==> config.mk <==
export PLATFORM = sky130hd
export DESIGN_NAME = ucore_uart
export DESIGN_NICKNAME = d
export VERILOG_FILES = /design/src/rtl/ucore_uart.sv
export SDC_FILE = /design/constraint.sdc
export NUM_CORES = 1
export LEC_CHECK = 0
export BUFFER_PORTS_ARGS = -buffer_cell sky130_fd_sc_hd__buf_2
export CORE_MARGIN = 2
export CORE_UTILIZATION = 59
export DETAILED_ROUTE_END_ITERATION = 8
export PLACE_DENSITY = 0.81
export SYNTH_ARGS = -nofsm -noshare
export SYNTH_HDL_FRONTEND = slang
export SYNTH_SLANG_ARGS = --single-unit
==> constraint.sdc <==
create_clock -name clk -period 3.3 [get_ports clk]
set_input_delay 0.165 -clock clk [delete_from_list [all_inputs] [get_ports clk]]
set_output_delay 0.165 -clock clk [all_outputs]
set_load 0.01 [all_outputs]
==> src/rtl/ucore_uart.sv <==
// Register-mapped 8N1 UART: DATA/STATUS/CTRL registers on the core's uart_* bus,
// TX/RX FIFOs, serial transmitter and oversampling-free centre-sampling receiver.

module ucore_uart_fifo #(
  parameter int unsigned WIDTH = 8,
  parameter int unsigned DEPTH = 4
) (
  input  logic             clk,
  input  logic             aresetn,
  input  logic             push,
  input  logic [WIDTH-1:0] push_data,
  input  logic             pop,
  output logic [WIDTH-1:0] pop_data,
  output logic             empty,
  output logic             full
);
  localparam int unsigned AW = $clog2(DEPTH);

  logic [AW:0]      wr_ptr;
  logic [AW:0]      rd_ptr;
  logic [WIDTH-1:0] mem [DEPTH];
  logic             do_pop;
  logic             do_push;

  // Extra pointer MSB distinguishes full from empty when the index bits match.
  assign empty    = (wr_ptr == rd_ptr);
  assign full     = (wr_ptr[AW] != rd_ptr[AW]) && (wr_ptr[AW-1:0] == rd_ptr[AW-1:0]);
  assign do_pop   = pop && !empty;
  assign do_push  = push && (!full || do_pop);
  assign pop_data = mem[rd_ptr[AW-1:0]];

  // NOTE: sequential state uses non-blocking (<=) so every flop samples pre-edge values.
  always_ff @(posedge clk or negedge aresetn) begin
    if (!aresetn) begin
      wr_ptr <= '0;
      rd_ptr <= '0;
    end else begin
      if (do_push) wr_ptr <= wr_ptr + 1'b1;
      if (do_pop)  rd_ptr <= rd_ptr + 1'b1;
    end
  end

  // NOTE: storage is not reset; pointers alone define which entries are valid.
  always_ff @(posedge clk) begin
    if (do_push) mem[wr_ptr[AW-1:0]] <= push_data;
  end
endmodule

module ucore_uart #(
  parameter int unsigned CLKS_PER_BIT = 868,
  parameter int unsigned FIFO_DEPTH   = 4
) (
  input  logic       clk,
  input  logic       aresetn,
  input  logic [7:0] uart_rcen,
  output logic       uart_rack,
  output logic [7:0] uart_rdata,
  input  logic [7:0] uart_wcen,
  output logic       uart_wack,
  input  logic [7:0] uart_wdata,
  output logic       uart_interrupt,
  output logic       uart_txd,
  input  logic       uart_rxd
);
  localparam int unsigned TW = $clog2(CLKS_PER_BIT);
  localparam logic [TW-1:0] BIT_LAST  = TW'(CLKS_PER_BIT - 1);
  localparam logic [TW-1:0] HALF_LAST = TW'(CLKS_PER_BIT / 2 - 1);

  localparam logic [7:0] ADDR_DATA   = 8'h01;
  localparam logic [7:0] ADDR_STATUS = 8'h02;
  localparam logic [7:0] ADDR_CTRL   = 8'h03;

  typedef enum logic [1:0] {TX_IDLE, TX_START, TX_DATA, TX_STOP} tx_state_t;
  typedef enum logic [1:0] {RX_IDLE, RX_START, RX_DATA, RX_STOP} rx_state_t;

  // ---------------------------------------------------------------- FIFOs
  logic       tx_push, tx_load, tx_empty, tx_full;
  logic [7:0] tx_head;
  logic       rx_push, rx_pop, rx_empty, rx_full;
  logic [7:0] rx_head;
  logic [7:0] rx_shift;

  ucore_uart_fifo #(.WIDTH(8), .DEPTH(FIFO_DEPTH)) u_tx_fifo (
    .clk       (clk),
    .aresetn   (aresetn),
    .push      (tx_push),
    .push_data (uart_wdata),
    .pop       (tx_load),
    .pop_data  (tx_head),
    .empty     (tx_empty),
    .full      (tx_full)
  );

  ucore_uart_fifo #(.WIDTH(8), .DEPTH(FIFO_DEPTH)) u_rx_fifo (
    .clk       (clk),
    .aresetn   (aresetn),
    .push      (rx_push),
    .push_data (rx_shift),
    .pop       (rx_pop),
    .pop_data  (rx_head),
    .empty     (rx_empty),
    .full      (rx_full)
  );

  // ---------------------------------------------------------------- registers
  logic [1:0] ctrl;
  logic       frame_err;
  logic       overrun;
  logic       tx_idle;
  logic       rx_valid;
  tx_state_t  tx_state;
  rx_state_t  rx_state;

  assign tx_idle  = tx_empty && (tx_state == TX_IDLE);
  assign rx_valid = !rx_empty;

  // ---------------------------------------------------------------- read channel
  logic       r_armed;
  logic       r_accept;
  logic [7:0] rd_value;
  logic       status_read;

  assign r_accept    = r_armed && (uart_rcen != '0);
  assign status_read = r_accept && (uart_rcen == ADDR_STATUS);
  assign rx_pop      = r_accept && (uart_rcen == ADDR_DATA);

  // NOTE: every output of a combinational block gets a default first, so no latch is inferred.
  always_comb begin
    rd_value = '0;
    case (uart_rcen)
      ADDR_DATA:   if (!rx_empty) rd_value = rx_head;
      ADDR_STATUS: rd_value = {3'b000, frame_err, overrun, tx_full, tx_idle, rx_valid};
      ADDR_CTRL:   rd_value = {6'b000000, ctrl};
      default:     rd_value = '0;
    endcase
  end

  always_ff @(posedge clk or negedge aresetn) begin
    if (!aresetn) begin
      r_armed    <= 1'b1;
      uart_rack  <= 1'b0;
      uart_rdata <= '0;
    end else if (r_accept) begin
      r_armed    <= 1'b0;
      uart_rack  <= 1'b1;
      uart_rdata <= rd_value;
    end else begin
      uart_rack <= 1'b0;
      if (uart_rcen == '0) r_armed <= 1'b1;
    end
  end

  // ---------------------------------------------------------------- write channel
  logic       w_armed;
  logic       w_pend;
  logic       w_accept;
  logic       w_ready_now;
  logic [7:0] w_addr;

  assign w_accept    = w_armed && (uart_wcen != '0);
  assign w_ready_now = (uart_wcen != ADDR_DATA) || !tx_full;
  // The write takes effect in the ack cycle, using the data presented then.
  assign tx_push     = uart_wack && (w_addr == ADDR_DATA);

  always_ff @(posedge clk or negedge aresetn) begin
    if (!aresetn) begin
      w_armed   <= 1'b1;
      w_pend    <= 1'b0;
      w_addr    <= '0;
      uart_wack <= 1'b0;
    end else if (w_accept) begin
      w_armed   <= 1'b0;
      w_addr    <= uart_wcen;
      uart_wack <= w_ready_now;
      w_pend    <= !w_ready_now;
    end else if (w_pend) begin
      // Only a DATA write can stall; TX only drains, so a free slot stays free.
      uart_wack <= !tx_full;
      w_pend    <= tx_full;
    end else begin
      uart_wack <= 1'b0;
      if (uart_wcen == '0) w_armed <= 1'b1;
    end
  end

  always_ff @(posedge clk or negedge aresetn) begin
    if (!aresetn) begin
      ctrl <= '0;
    end else if (uart_wack && (w_addr == ADDR_CTRL)) begin
      ctrl <= uart_wdata[1:0];
    end
  end

  // ---------------------------------------------------------------- transmitter
  logic [TW-1:0] tx_timer;
  logic [2:0]    tx_idx;
  logic [7:0]    tx_shift;

  assign tx_load = !tx_empty &&
                   ((tx_state == TX_IDLE) || ((tx_state == TX_STOP) && (tx_timer == '0)));

  always_ff @(posedge clk or negedge aresetn) begin
    if (!aresetn) begin
      tx_state <= TX_IDLE;
      tx_timer <= '0;
      tx_idx   <= '0;
      tx_shift <= '0;
      uart_txd <= 1'b1;
    end else if (tx_load) begin
      tx_state <= TX_START;
      tx_shift <= tx_head;
      tx_timer <= BIT_LAST;
      uart_txd <= 1'b0;
    end else begin
      case (tx_state)
        TX_IDLE: uart_txd <= 1'b1;
        TX_START: begin
          if (tx_timer == '0) begin
            tx_state <= TX_DATA;
            tx_timer <= BIT_LAST;
            tx_idx   <= '0;
            uart_txd <= tx_shift[0];
            tx_shift <= {1'b0, tx_shift[7:1]};
          end else begin
            tx_timer <= tx_timer - 1'b1;
          end
        end
        TX_DATA: begin
          if (tx_timer == '0) begin
            tx_timer <= BIT_LAST;
            if (tx_idx == 3'd7) begin
              tx_state <= TX_STOP;
              uart_txd <= 1'b1;
            end else begin
              tx_idx   <= tx_idx + 3'd1;
              uart_txd <= tx_shift[0];
              tx_shift <= {1'b0, tx_shift[7:1]};
            end
          end else begin
            tx_timer <= tx_timer - 1'b1;
          end
        end
        TX_STOP: begin
          if (tx_timer == '0) tx_state <= TX_IDLE;
          else                tx_timer <= tx_timer - 1'b1;
        end
        default: tx_state <= TX_IDLE;
      endcase
    end
  end

  // ---------------------------------------------------------------- receiver
  logic          rxd_meta, rxd_sync, rxd_prev;
  logic          rx_fall;
  logic [TW-1:0] rx_timer;
  logic [2:0]    rx_idx;
  logic          rx_stop_tick;
  logic          frame_set;
  logic          overrun_set;

  assign rx_fall      = rxd_prev && !rxd_sync;
  assign rx_stop_tick = (rx_state == RX_STOP) && (rx_timer == '0);
  assign rx_push      = rx_stop_tick && rxd_sync;
  assign frame_set    = rx_stop_tick && !rxd_sync;
  assign overrun_set  = rx_push && rx_full && !rx_pop;

  always_ff @(posedge clk or negedge aresetn) begin
    if (!aresetn) begin
      rxd_meta <= 1'b1;
      rxd_sync <= 1'b1;
      rxd_prev <= 1'b1;
    end else begin
      rxd_meta <= uart_rxd;
      rxd_sync <= rxd_meta;
      rxd_prev <= rxd_sync;
    end
  end

  always_ff @(posedge clk or negedge aresetn) begin
    if (!aresetn) begin
      rx_state <= RX_IDLE;
      rx_timer <= '0;
      rx_idx   <= '0;
      rx_shift <= '0;
    end else begin
      case (rx_state)
        RX_IDLE: begin
          if (rx_fall) begin
            rx_state <= RX_START;
            rx_timer <= HALF_LAST;
          end
        end
        RX_START: begin
          if (rx_timer == '0) begin
            // A start bit that is high again at its centre was a glitch.
            rx_state <= rxd_sync ? RX_IDLE : RX_DATA;
            rx_timer <= BIT_LAST;
            rx_idx   <= '0;
          end else begin
            rx_timer <= rx_timer - 1'b1;
          end
        end
        RX_DATA: begin
          if (rx_timer == '0) begin
            rx_shift <= {rxd_sync, rx_shift[7:1]};
            rx_timer <= BIT_LAST;
            if (rx_idx == 3'd7) rx_state <= RX_STOP;
            else                rx_idx   <= rx_idx + 3'd1;
          end else begin
            rx_timer <= rx_timer - 1'b1;
          end
        end
        RX_STOP: begin
          if (rx_timer == '0) rx_state <= RX_IDLE;
          else                rx_timer <= rx_timer - 1'b1;
        end
        default: rx_state <= RX_IDLE;
      endcase
    end
  end

  // Sticky error flags: a new event in the clearing cycle wins over the clear.
  always_ff @(posedge clk or negedge aresetn) begin
    if (!aresetn) begin
      frame_err <= 1'b0;
      overrun   <= 1'b0;
    end else begin
      if (frame_set)        frame_err <= 1'b1;
      else if (status_read) frame_err <= 1'b0;
      if (overrun_set)      overrun   <= 1'b1;
      else if (status_read) overrun   <= 1'b0;
    end
  end

  always_ff @(posedge clk or negedge aresetn) begin
    if (!aresetn) uart_interrupt <= 1'b0;
    else          uart_interrupt <= (ctrl[0] && rx_valid) || (ctrl[1] && tx_idle);
  end
endmodule

==> results.toml <==
[outcome]
status = "complete, but fails checks"
violations = "DRC"

[worst_setup_path]
reg2reg_slack_ns = 0.50
worstSetupStartpointType = "flip-flop"
cp.required_ns = 3.38
crit_fanout = 8
path_class = "reg -> reg"
reg2reg_depth = 6
r2r_end = "u_tx_fifo.mem[1][6]"
reg2reg_from = "tx_timer[0]"
arrival_ns = 2.88
crit_path_end_kind = "flip-flop"

[timing]
min_period_ns = 2.80
slew_violations = 0
hold_viol_final = 0
timing.fmax_mhz = 358
fin_skew_ns = 0.00840
tns_ns = 0
setup_viol = 0
maxSlewHeadroom_pct = 33.1
rsz0062_at_grt = "no"
period_share_pct = 84.7
tightestPinTransition_ns = 0.994

[clocking]
insertion_delay_ns = 0.43
cts_max_level = 4
cts_num_sinks = 152
cts_buffers = 17
holdBufCountCts = 20
cts_setup_buffers = 0
tritoncts = "yes"
clk_pin_slew_worst_paths_ns = 0.06
cts_resized = 0
clock_tree.buffer_depth = 2
root_buffer = "clkbuf_16"

[power_and_ir_drop]
cellLeakagePower_uw = 0.00351
peakVddDrop_mv = 0.590
power_density_nw_per_um2 = 763

[floorplan]
core_um2 = 11500
chipHeight_um = 113
dieArea_um2 = 12800
start_util_pct = 60.9
dieWidth_um = 113
rows = 39
pin_count = 39

[cells_and_area]
synthToLayoutAreaGrowth_pct = 16.0
antenna_cells = 0
stdcell_count = 748
finish.utilization_pct = 70.7
final_layout_size_suffix_gt1_share_pct = 21.5
fin_nets = 645
final_common_cell = "dfrtp_1"
final_cell_mix = "82 x dfrtp_1, 64 x edfxtp_1, 50 x nand2_1, 37 x buf_2, 26 x ha_1"

[place]
placed_cells = 696
io_buffers = 38
gp_congestion = 0.860
hpwlAfterDp_um = 9120

[synthesis]
syn_area_per_cell_um2 = 13.4
synth_edf_count = 64
ys_ff_latch = 152
synth.yosys.warnings = 0
yosysUniqueCellTypes = 73
synth_ff_type = "dfrtp_1"
syn_inst = 524
syn_area_um2 = 7020
async_flop_share_pct = 57.9
syn_nets = 577
ys_seq_area_share_pct = 58.9

[detailed_routing]
avgViaCountPerCell = 6.05
wirelength_um = 13900
dr_total_vias = 4525
drcViolationCount = 1
drt_first_pass_iters = 7
antenna_left = 0
drt_iter0_drc = 269
wl_per_cell_um = 18.6

[worst_hold_path]
min_path_cells = 3
min_path_type = "in -> reg"
hold_end = "uart_rdata[0]"
worstHoldStart = "uart_rcen[0]"

[grt]
grt_pass1_wl_um = 23100
grt_max_degree = 62
grt_overflow_total = 0
grt_use_total_pct = 23.7
grt_pass1_vias = 4696
antenna_found_initial = 1

[run]
cap_violations = 0
metal layers:
| layer | wire length [um] | track usage (%) | up-vias |
|---|---|---|---|
| li1 | - | - | 2116 |
| met1 | 5860 | 30.3 | 2289 |
| met2 | 7190 | 39.0 | 97 |
| met3 | 608 | 6.53 | 23 |
| met4 | 282 | 9.27 | 0 |
| met5 | 0 | 0 | - |
power breakdown:
part / internal [uW] / total (uW) / switching, uW / leakage [uW]
clock: 1170 / 1920 / 745 / 0.000291
combinational: 817 / 1860 / 1040 / 0.00149
sequential: 2210 / 2440 / 226 / 0.00173
total: 4200 / 6210 / 2010 / 0.00351
cells in the mapped netlist, drive strengths merged (7+ instances only):
| cell | n | share of area (%) |
|---|---|---|
| mux4 | 16 | 5.1 |
| nand3 | 8 | 0.64 |
| mux2 | 27 | 4.3 |
| edfxtp | 64 | 27 |
| nor3 | 11 | 0.86 |
| a21oi | 19 | 1.5 |
| nor2 | 18 | 0.96 |
| o21ai | 22 | 1.7 |
| nor4 | 8 | 0.93 |
| and3 | 9 | 0.82 |
| buf | 7 | 0.71 |
| inv | 23 | 1.2 |
| nand2 | 50 | 2.7 |
| clkbuf | 7 | 0.39 |
| a22o | 19 | 2.4 |
| a21o | 7 | 0.75 |
| ha | 26 | 4.6 |
| xnor2 | 9 | 1.1 |
| dfrtp | 82 | 29 |
sequential cells by signal, indices dropped and copies added (netlist names), 8 cells and up, named ones only:
name           count
u_rx_fifo.mem     32
u_tx_fifo.mem     32
rx_timer          10
tx_timer          10
rx_shift           8
tx_shift           8
uart_rdata         8
w_addr             8
cells by family (layout without fill, tap and decap cells):
kind of cell | Yosys count | after routing | share of synthesized area [%]
flops | 152 | 152 | 58.9
simple gates | 137 | 137 | 10.4
compound gates | 108 | 108 | 11.5
mux | 49 | 49 | 10.3
buf+inv | 37 | 118 | 2.34
fa+ha+maj | 26 | 26 | 4.64
xor+xnor | 15 | 15 | 1.98
worst max-delay path, stage by stage (launching register included):
cell and delay [ns]:
dfrtp_1 0.38, inv_1 0.10, ha_1 0.21, nor3b_1 0.49, nand4_2 0.24, a311oi_2 0.55, and2_1 0.48
area by class of cell:
cell class	instances	area (um^2)
Sequential cell	152	4130
Fill cell	745	3370
Multi-Input combinational cell	335	2720
Clock buffer	22	474
Timing Repair Buffer	63	430
Tap cell	143	179
Clock inverter	10	118
Inverter	23	86.3
how the worst max path moves through the flow:
stage                      startpoint  slack [ns]             endpoint
final                     tx_timer[0]        0.50  u_tx_fifo.mem[1][6]
after CTS                 tx_timer[0]        0.54  u_tx_fifo.mem[1][0]
after detailed placement  tx_timer[0]        0.58  u_tx_fifo.mem[1][4]
after global placement    tx_timer[0]        0.70          tx_shift[1]
after global routing      tx_timer[0]        0.22  u_tx_fifo.mem[1][0]
after floorplan           tx_timer[0]        0.82          tx_shift[6]
metrics by stage:
stage	area (um^2)	worst slack [ns]	hold WS [ns]	total power, uW
finish	8140	0.504	0.174	6210
global route	8140	0.225	0.198	6560
CTS	8140	0.541	0.165	6230
detailed placement	7350	0.583	0.272	4270
global placement	7350	0.701	0.274	4150
floorplan	7020	0.822	-0.131	3850
Power figures use the tool's default switching activity.
